### config.mk
export PLATFORM = sky130hd
export DESIGN_NAME = fetch_unit_flat
export DESIGN_NICKNAME = d
export VERILOG_FILES = /design/src/rtl/fetch_unit_if.sv /design/src/rtl/fetch_unit.sv /design/src/flat_wrapper.sv
export SDC_FILE = /design/constraint.sdc
export NUM_CORES = 1
export LEC_CHECK = 0
export BUFFER_PORTS_ARGS = -buffer_cell sky130_fd_sc_hd__buf_2
export CAP_MARGIN = 25
export CORE_UTILIZATION = 28
export DETAILED_ROUTE_END_ITERATION = 10
export MAX_ROUTING_LAYER = met4
export PLACE_DENSITY = 0.57
export SLEW_MARGIN = 10
export SYNTH_ARGS = -nofsm -noshare
export SYNTH_HDL_FRONTEND = slang
export SYNTH_SLANG_ARGS = --single-unit
### constraint.sdc
create_clock -name i_clk -period 3.6 [get_ports i_clk]
set_input_delay 0.18 -clock i_clk [delete_from_list [all_inputs] [get_ports i_clk]]
set_output_delay 0.18 -clock i_clk [all_outputs]
set_load 0.01 [all_outputs]
### src/rtl/fetch_unit_if.sv
// Signal bundle between the fetch stage, instruction memory, decode and the branch unit.
// Handshakes: a request issues when o_imem_req && i_imem_ready; an instruction is consumed when
// o_inst_valid && i_inst_ready; i_imem_rvalid carries no ready and returns strictly in issue order.
interface fetch_unit_if;
  logic        o_imem_req;
  logic [31:0] o_imem_addr;
  logic        i_imem_ready;
  logic        i_imem_rvalid;
  logic [31:0] i_imem_rdata;
  logic        o_inst_valid;
  logic [31:0] o_inst;
  logic [31:0] o_inst_pc;
  logic        i_inst_ready;
  logic        i_redirect;
  logic [31:0] i_redirect_pc;

  modport master (
    output o_imem_req, o_imem_addr, o_inst_valid, o_inst, o_inst_pc,
    input  i_imem_ready, i_imem_rvalid, i_imem_rdata, i_inst_ready, i_redirect, i_redirect_pc
  );

  modport slave (
    input  o_imem_req, o_imem_addr, o_inst_valid, o_inst, o_inst_pc,
    output i_imem_ready, i_imem_rvalid, i_imem_rdata, i_inst_ready, i_redirect, i_redirect_pc
  );
endinterface

### src/rtl/fetch_unit.sv
// Instruction fetch stage: in-order word fetch with credit-limited outstanding requests,
// a PC tag queue matching responses to addresses, and an instruction FIFO feeding decode.
module fetch_unit #(
  parameter logic [31:0] RESET_ADDR = 32'h0000_0000,
  parameter int          DEPTH      = 4
) (
  input  logic         i_clk,
  input  logic         i_rst_n,
  fetch_unit_if.master bus
);
  localparam int AW = $clog2(DEPTH);
  localparam int CW = AW + 1;
  localparam int SW = AW + 2;

  logic [31:0]   fetch_pc;
  logic [CW-1:0] count;
  logic [CW-1:0] outstanding;
  logic [CW-1:0] discard;
  logic [AW-1:0] fifo_rd;
  logic [AW-1:0] fifo_wr;
  logic [AW-1:0] tag_rd;
  logic [AW-1:0] tag_wr;
  logic [31:0]   fifo_inst [DEPTH];
  logic [31:0]   fifo_pc   [DEPTH];
  logic [31:0]   tag_pc    [DEPTH];

  logic [SW-1:0] credit_used;
  logic [CW-1:0] in_flight;
  logic [CW-1:0] discard_on_redirect;
  logic          issue;
  logic          accept;
  logic          drop;
  logic          pop;
  logic          protocol_error;

  // Credit counts only registered state, so a pop in this cycle frees its slot next cycle.
  assign credit_used = SW'(count) + SW'(outstanding) + SW'(discard);
  assign bus.o_imem_req  = i_rst_n && !bus.i_redirect && (credit_used < SW'(DEPTH));
  assign bus.o_imem_addr = fetch_pc;

  assign issue  = bus.o_imem_req && bus.i_imem_ready;
  assign drop   = bus.i_imem_rvalid && (discard != '0);
  assign accept = bus.i_imem_rvalid && (discard == '0) && (outstanding != '0);
  assign protocol_error = i_rst_n && bus.i_imem_rvalid && (discard == '0) && (outstanding == '0);

  assign bus.o_inst_valid = (count != '0);
  assign bus.o_inst       = bus.o_inst_valid ? fifo_inst[fifo_rd] : 32'h0;
  assign bus.o_inst_pc    = bus.o_inst_valid ? fifo_pc[fifo_rd]   : 32'h0;
  assign pop              = bus.o_inst_valid && bus.i_inst_ready;

  // Every request still in flight at a redirect becomes stale; one arriving now is dropped now.
  assign in_flight           = discard + outstanding;
  assign discard_on_redirect = in_flight - CW'(bus.i_imem_rvalid && (in_flight != '0));

  always_ff @(posedge i_clk or negedge i_rst_n) begin
    if (!i_rst_n) begin
      fetch_pc    <= RESET_ADDR;
      count       <= '0;
      outstanding <= '0;
      discard     <= '0;
      fifo_rd     <= '0;
      fifo_wr     <= '0;
      tag_rd      <= '0;
      tag_wr      <= '0;
    end else if (bus.i_redirect) begin
      fetch_pc    <= {bus.i_redirect_pc[31:2], 2'b00};
      count       <= '0;
      outstanding <= '0;
      discard     <= discard_on_redirect;
      fifo_rd     <= '0;
      fifo_wr     <= '0;
      tag_rd      <= '0;
      tag_wr      <= '0;
    end else begin
      if (issue) begin
        fetch_pc <= fetch_pc + 32'd4;
        tag_wr   <= tag_wr + 1'b1;
      end
      if (accept) begin
        tag_rd  <= tag_rd + 1'b1;
        fifo_wr <= fifo_wr + 1'b1;
      end
      if (pop) begin
        fifo_rd <= fifo_rd + 1'b1;
      end
      if (drop) begin
        discard <= discard - 1'b1;
      end
      outstanding <= outstanding + CW'(issue) - CW'(accept);
      count       <= count + CW'(accept) - CW'(pop);
    end
  end

  // Storage needs no reset: the pointers and counters decide what is visible.
  always_ff @(posedge i_clk) begin
    if (issue) begin
      tag_pc[tag_wr] <= fetch_pc;
    end
    if (accept && !bus.i_redirect) begin
      fifo_inst[fifo_wr] <= bus.i_imem_rdata;
      fifo_pc[fifo_wr]   <= tag_pc[tag_rd];
    end
  end

`ifndef SYNTHESIS
  always @(posedge i_clk) begin
    if (i_rst_n) begin
      assert (!protocol_error)
        else $warning("imem response arrived with no fetch outstanding; data dropped");
      assert (credit_used <= SW'(DEPTH))
        else $error("fetch credit exceeded: count+outstanding+discard=%0d", credit_used);
    end
  end
`endif
endmodule
### src/flat_wrapper.sv
// flat-port wrapper written by rule: the top's interface ports become plain ports
module fetch_unit_flat 
#(
  parameter logic [31:0] RESET_ADDR = 32'h0000_0000,
  parameter int          DEPTH      = 4
)
  (i_clk, i_rst_n, bus_o_imem_req, bus_o_imem_addr, bus_o_inst_valid, bus_o_inst, bus_o_inst_pc, bus_i_imem_ready, bus_i_imem_rvalid, bus_i_imem_rdata, bus_i_inst_ready, bus_i_redirect, bus_i_redirect_pc);
  fetch_unit_if bus_i ();
  input  logic i_clk;
  input  logic i_rst_n;
  output wire logic [$bits(bus_i.o_imem_req)-1:0] bus_o_imem_req;
  output wire logic [$bits(bus_i.o_imem_addr)-1:0] bus_o_imem_addr;
  output wire logic [$bits(bus_i.o_inst_valid)-1:0] bus_o_inst_valid;
  output wire logic [$bits(bus_i.o_inst)-1:0] bus_o_inst;
  output wire logic [$bits(bus_i.o_inst_pc)-1:0] bus_o_inst_pc;
  input wire logic [$bits(bus_i.i_imem_ready)-1:0] bus_i_imem_ready;
  input wire logic [$bits(bus_i.i_imem_rvalid)-1:0] bus_i_imem_rvalid;
  input wire logic [$bits(bus_i.i_imem_rdata)-1:0] bus_i_imem_rdata;
  input wire logic [$bits(bus_i.i_inst_ready)-1:0] bus_i_inst_ready;
  input wire logic [$bits(bus_i.i_redirect)-1:0] bus_i_redirect;
  input wire logic [$bits(bus_i.i_redirect_pc)-1:0] bus_i_redirect_pc;
  assign bus_o_imem_req = bus_i.o_imem_req;
  assign bus_o_imem_addr = bus_i.o_imem_addr;
  assign bus_o_inst_valid = bus_i.o_inst_valid;
  assign bus_o_inst = bus_i.o_inst;
  assign bus_o_inst_pc = bus_i.o_inst_pc;
  assign bus_i.i_imem_ready = bus_i_imem_ready;
  assign bus_i.i_imem_rvalid = bus_i_imem_rvalid;
  assign bus_i.i_imem_rdata = bus_i_imem_rdata;
  assign bus_i.i_inst_ready = bus_i_inst_ready;
  assign bus_i.i_redirect = bus_i_redirect;
  assign bus_i.i_redirect_pc = bus_i_redirect_pc;
  fetch_unit #(.RESET_ADDR(RESET_ADDR), .DEPTH(DEPTH)) u_core (.i_clk(i_clk), .i_rst_n(i_rst_n), .bus(bus_i));
endmodule
Yosys cells after proc, flatten, opt, wreduce, memory -nomap -nowiden
Memory sizes are Yosys's and may differ from the RTL's. Cells that the tools add are included.

Memory bits (read-only): 0. Bits in latches: 0. Input port bits: 70. Logic and storage cells: 65. Memories kept: 3. Flip-flop bits (word level): 49. Memory bits (writable): 384. Output and inout bits: 98.

Memories: u_core.fifo_inst (words 4, width 32, read ports 1, clocked after Yosys merged registers in 0, wr ports 1, RTL line fetch_unit.sv:23) `logic [31:0] fifo_inst [DEPTH];`; u_core.fifo_pc (words 4, width 32, read ports 1, clocked after Yosys merged registers in 0, wr ports 1, RTL line fetch_unit.sv:24) `logic [31:0] fifo_pc [DEPTH];`; u_core.tag_pc (words 4, width 32, read ports 1, clocked after Yosys merged registers in 0, wr ports 1, RTL line fetch_unit.sv:25) `logic [31:0] tag_pc [DEPTH];`.

Order comparisons: 1. Bitwise logic cells: 0. Equality and inequality tests: 0. Reductions and logical operators: 19. Add/subtract/negate cells: 14. Multiplexer cells: 20. Divide/modulo/power cells: 0. Multipliers: 0. Shift operators: 0.

Operators by type and width (count): 32-bit two-way mux (4); 32-bit by 3-bit adder with 32-bit output, second input constant (1); 2-bit two-way mux (8); 3-bit two-way mux (4); 3-bit nonzero test (4); 1-bit logical AND (9); 3-bit by 1-bit subtractor with 3-bit output (3); 2-bit by 1-bit adder with 2-bit output, second input constant (4); 2-bit nonzero test (4); 3-bit by 1-bit adder with 3-bit output (2); 3-bit by 3-bit adder with 4-bit output (1); 4-bit by 3-bit adder with 4-bit output (1); 4-bit by 3-bit < comparator with 1-bit output, second input constant (1); 1-bit two-way mux (4); 3-bit adder (1); 3-bit zero test (1); 3-bit by 1-bit subtractor with 3-bit output, second input constant (1); 1-bit zero test (1).

Logic depth before layout (Yosys ltp)
Word-level depth: 8. Depth in mapped cells: 15. Mapped depth without buffers: 12.

Worst setup path before layout
Ideal clock, no wire load.

Kind: flip-flop to flip-flop. Start: register u_core.outstanding[1]. End: register u_core.outstanding[2]. Stages on the path, launching flop included: 16. Arrival time: 3.401 ns. Slack: 0.067 ns. Clock period less this slack: 3.533 ns. Required time: 3.468 ns. Setup time: 0.132 ns. Buffers on the path: 3. Cells stage by stage: dfrtp_1 > inv_1 > fa_1 > or2_2 > fa_1 > and4b_1 > buf_2 > nand2_1 > inv_1 > buf_2 > buf_2 > ha_1 > inv_1 > fa_1 > xnor2_1 > nor2_1.

Word-level cells in the longest chain between the ends: 8. Elaborated cells on any way between the ends: 10. Classes of those cells: add/sub: 4; order compare: 1; mux: 1; reduce/logical: 4.

Ends and longest elaborated chain: start: declaration (RTL line fetch_unit.sv:17) `logic [CW-1:0] outstanding;`; start signal: assignment (RTL line fetch_unit.sv:89) `outstanding <= outstanding + CW'(issue) - CW'(accept);`; 3-bit by 3-bit adder with 4-bit output (RTL line fetch_unit.sv:37) `assign credit_used = SW'(count) + SW'(outstanding) + SW'(discard);`; 4-bit by 3-bit adder with 4-bit output (RTL line fetch_unit.sv:37); 4-bit by 3-bit < comparator with 1-bit output (RTL line fetch_unit.sv:38) `assign bus.o_imem_req = i_rst_n && !bus.i_redirect && (credit_used < SW'(DEPTH));`; 1-bit logical AND (RTL line fetch_unit.sv:38); 1-bit logical AND (RTL line fetch_unit.sv:41) `assign issue = bus.o_imem_req && bus.i_imem_ready;`; 3-bit by 1-bit adder with 3-bit output (RTL line fetch_unit.sv:89); 3-bit by 1-bit subtractor with 3-bit output * (RTL line fetch_unit.sv:89); 3-bit two-way mux * (RTL line fetch_unit.sv:65) `end else if (bus.i_redirect) begin`.

Mark *: on every way between the ends. The rest lies on a longest branch, timed or not. A chain may end at the register's enable or synchronous reset.

Worst setup path in the final report
Start: register u_core.outstanding[1]. End: register u_core.fetch_pc[24], in the netlist u_core.bus.o_imem_addr[24].

Word-level cells in the longest chain between the ends: 6.

Ends and longest elaborated chain: 3-bit by 3-bit adder with 4-bit output (RTL line fetch_unit.sv:37); 4-bit by 3-bit adder with 4-bit output (RTL line fetch_unit.sv:37); 4-bit by 3-bit < comparator with 1-bit output (RTL line fetch_unit.sv:38); 1-bit logical AND (RTL line fetch_unit.sv:38); 1-bit logical AND (RTL line fetch_unit.sv:41); 2-bit nonzero test (no line); end signal: assignment (RTL line fetch_unit.sv:66) `fetch_pc <= {bus.i_redirect_pc[31:2], 2'b00};`; end signal: assignment (RTL line fetch_unit.sv:76) `fetch_pc <= fetch_pc + 32'd4;`; end: declaration (RTL line fetch_unit.sv:15) `logic [31:0] fetch_pc;`.

No other way between the ends.

==> flow_metrics.py <==
metrics = {
    "pwr": {
        "power_leakage_nw": 7.24,
        "power.density_nw_per_um2": 667,
        "finalPower_mw": 14.0,
        "irDropWorstVdd_uv": 471,
    },
    "synth": {
        "syn-instance-count": 899,
        "synth_edf_count": 368,
        "synth_warnings": 0,
        "synth.cell_area_um2": 16800,
        "ys_types": 56,
        "synthFlopType": "edfxtp_1",
        "ys_async_sr_fraction_pct": 11.3,
        "synth_seq_area_share_pct": 72.7,
        "syn_avg_cell_area_um2": 18.7,
        "ys_ff_latch": 415,
    },
    "final_layout": {
        "fin_util_pct": 35.4,
        "final_common_cell": "edfxtp_1",
        "final_nets": 1253,
        "nFillCells": 5586,
        "most-common-layout-cells": "edfxtp_1 (368), buf_2 (161), mux4_2 (92), dlygate4sd3_1 (67), and2_1 (65)",
        "finalInstanceArea_um2": 20900,
        "layout-drive-gt1-share_pct": 31.1,
        "areaGrowthSynthToFinish_pct": 24.4,
        "n_antenna_cell": 0,
    },
    "floorplanning": {
        "core_um2": 59100,
        "dieWidth_um": 247,
        "io_pins": 168,
        "dieArea_um2": 61000,
        "core.rowCount": 89,
        "initial_core_util_pct": 28.4,
        "die_h_um": 247,
    },
    "detailed_routing": {
        "routedWlPerCell_um": 19.7,
        "via_per_inst": 4.64,
        "firstDrtPassIters": 8,
        "drc_errors": 12,
        "drt_wl_total_um": 38800,
        "via_count": 9115,
        "drtIter0Drc": 588,
        "ant_nets": 0,
    },
    "sta": {
        "tightest_slew_ns": 0.826,
        "relSlewSlack_pct": 44.9,
        "setup_viol": 0,
        "final.setup.tns_ns": 0,
        "final-hold-violation-count": 0,
        "rsz0062_at_grt": "false",
        "fmax_mhz": 304,
        "period_share_pct": 91.4,
        "fin_crit_ns": 3.29,
        "slew_viol_final": 0,
        "finClkSkew_ns": 0.0150,
    },
    "worst_setup_path": {
        "critPathMaxFanout": 9,
        "critPathRequiredTime_ns": 4.06,
        "cp-start-kind": "flop",
        "criticalPathCategory": "flop to flop",
        "cp.arrival_ns": 3.75,
        "critPathCaptureType": "flop",
    },
    "cts": {
        "cts.repair.resized": 0,
        "cts_tree": "yes",
        "clk-insertion-delay-late_ns": 0.58,
        "numCtsBuffers": 46,
        "cts_root_buffer": "clkbuf_16",
        "clock_sinks": 415,
        "clkTransAtPathRegs_ns": 0.06,
        "htree_levels": 2,
        "clockBufferDepth": 3,
    },
    "min_path": {
        "hold_class": "input pin to flop",
    },
    "grt": {
        "grt_pass1_wl_um": 59100,
        "grt_antenna_before_repair": 0,
        "grt_max_degree": 65,
        "grt_pass1_vias": 9702,
        "overflow": 0,
        "grt_usage_pct": 13.4,
    },
    "status": {
        "status": "complete, but fails checks",
        "violations": "design-rule violations",
    },
    "placed_design": {
        "gp_congestion": 0.825,
        "dpl-instance-area_um2": 18800,
        "dp_hpwl_um": 24300,
        "io_buffers": 161,
    },
    "flow_run": {
        "max_cap_violations": 0,
    },
}
## worst max-delay path, cell delays in order, from the launching register on
cell     delay (ns)
dfrtp_1        0.43
inv_1          0.12
fa_1           0.45
or2_2          0.31
fa_1           0.54
and4b_1        0.23
buf_4          0.16
nand4_1        0.24
nor4_1         0.31
mux2_2         0.37
## final timing paths
kind,from,endpoint,slack [ns],depth (start not counted)
setup / recovery,u_core.outstanding[1]$_DFF_PN0_,u_core.bus.o_imem_addr[24]$_DFFE_PN0P_,0.31,9
hold / removal,bus_i_imem_ready,u_core.bus.o_imem_addr[25]$_DFFE_PN0P_,0.17,5
setup reg to reg,u_core.outstanding[1]$_DFF_PN0_,u_core.bus.o_imem_addr[24]$_DFFE_PN0P_,0.31,9
hold reg to reg,u_core.tag_wr[0]$_DFFE_PN0P_,u_core.tag_wr[0]$_DFFE_PN0P_,0.57,1
max in group asynchronous,i_rst_n,u_core.fifo_rd[0]$_DFFE_PN0P_,2.78,3
min in group asynchronous,i_rst_n,u_core.bus.o_imem_addr[18]$_DFFE_PN0P_,0.31,3
## Yosys cell counts (2+ instances only)
| cell | instances | area [um2] |
|---|---|---|
| buf_2 | 14 | 70.1 |
| and2_1 | 65 | 407 |
| o31a_1 | 2 | 17.5 |
| a31oi_1 | 2 | 12.5 |
| edfxtp_1 | 368 | 11100 |
| dfrtp_1 | 47 | 1180 |
| and4_1 | 4 | 35.0 |
| o21ai_0 | 10 | 50.1 |
| clkbuf_1 | 28 | 105 |
| a31o_2 | 2 | 17.5 |
| nor2_1 | 14 | 52.6 |
| nand2_1 | 35 | 131 |
| a21o_1 | 5 | 37.5 |
| nand3_1 | 25 | 125 |
| mux2i_1 | 4 | 40.0 |
| nor3_1 | 10 | 50.1 |
| a41o_1 | 2 | 20.0 |
| inv_1 | 25 | 93.8 |
| or4_1 | 7 | 52.6 |
| nand4_1 | 11 | 68.8 |
| ha_1 | 19 | 238 |
| xor2_1 | 5 | 43.8 |
| buf_4 | 4 | 30.0 |
| nor4_1 | 3 | 18.8 |
| mux2_2 | 2 | 22.5 |
| or3_1 | 2 | 12.5 |
| and3_1 | 13 | 81.3 |
| or2_2 | 2 | 12.5 |
| a221o_1 | 6 | 60.1 |
| xnor2_1 | 9 | 78.8 |
| buf_1 | 6 | 22.5 |
| o311ai_0 | 6 | 52.6 |
| a22oi_1 | 5 | 37.5 |
| fa_1 | 6 | 120 |
| o211ai_1 | 11 | 82.6 |
| mux4_2 | 92 | 2070 |
| nor2b_1 | 3 | 18.8 |
| a21oi_1 | 7 | 35.0 |
## stage by stage
step	hold slack (ns)	worst slack [ns]	cells
3_3_place_gp	0.391	0.396	1816
5_1_grt	0.198	0.175	1964
4_1_cts	0.133	0.303	1964
3_5_place_dp	0.388	0.372	1816
6_report	0.171	0.309	1964
2_1_floorplan	-0.116	0.0668	902
## final cells by class
cell class,count,area (um2),area share [%]
clock inverters,21,264,1.26
flip-flops and latches,415,12200,58.5
well taps,773,967,4.62
inverters,26,97.6,0.466
multi-input cells,408,4290,20.5
clock buffers,60,1230,5.90
repair buffers,261,1840,8.78
## repair_timing
action	CTS	global route
buffers inserted	0	0
endpoints found under the hold margin	213	0
hold buffers	67	0
## cell families (layout without fill, tap and decap cells)
family | Yosys count | after routing | share of synthesized area, %
adders and majority gates | 25 | 25 | 2.13
buffers and inverters | 79 | 368 | 2.00
muxes | 98 | 98 | 12.7
AOI/OAI and AO/OA | 65 | 65 | 2.89
xor gates and xnor gates | 14 | 14 | 0.729
DFF | 415 | 415 | 72.7
and+or+nand+nor | 202 | 202 | 6.83
other | 1 | 4 | 0.0223
## per-layer routing
layer / routed length (um) / GRT usage [%]
met1: 17200 / 17.0
met4: 795 / 3.52
met2: 18800 / 21.7
met3: 1940 / 2.71
met5: 0 / -
## report_power, final
group	internal (mW)	switching, mW	leakage [nW]
clock network	2.78	1.90	0.722
registers	5.62	0.400	3.90
logic	1.51	1.75	2.61
## registers in the layout, summed over array words and instances (netlist names), 3 cells and up
register / flops
u_core.fifo_inst: 128
u_core.fifo_pc: 120
u_core.tag_pc: 120
u_core.bus.o_imem_addr: 30
u_core.count: 3
u_core.discard: 3
u_core.outstanding: 3
No activity file was read; power rests on OpenSTA's default activity.
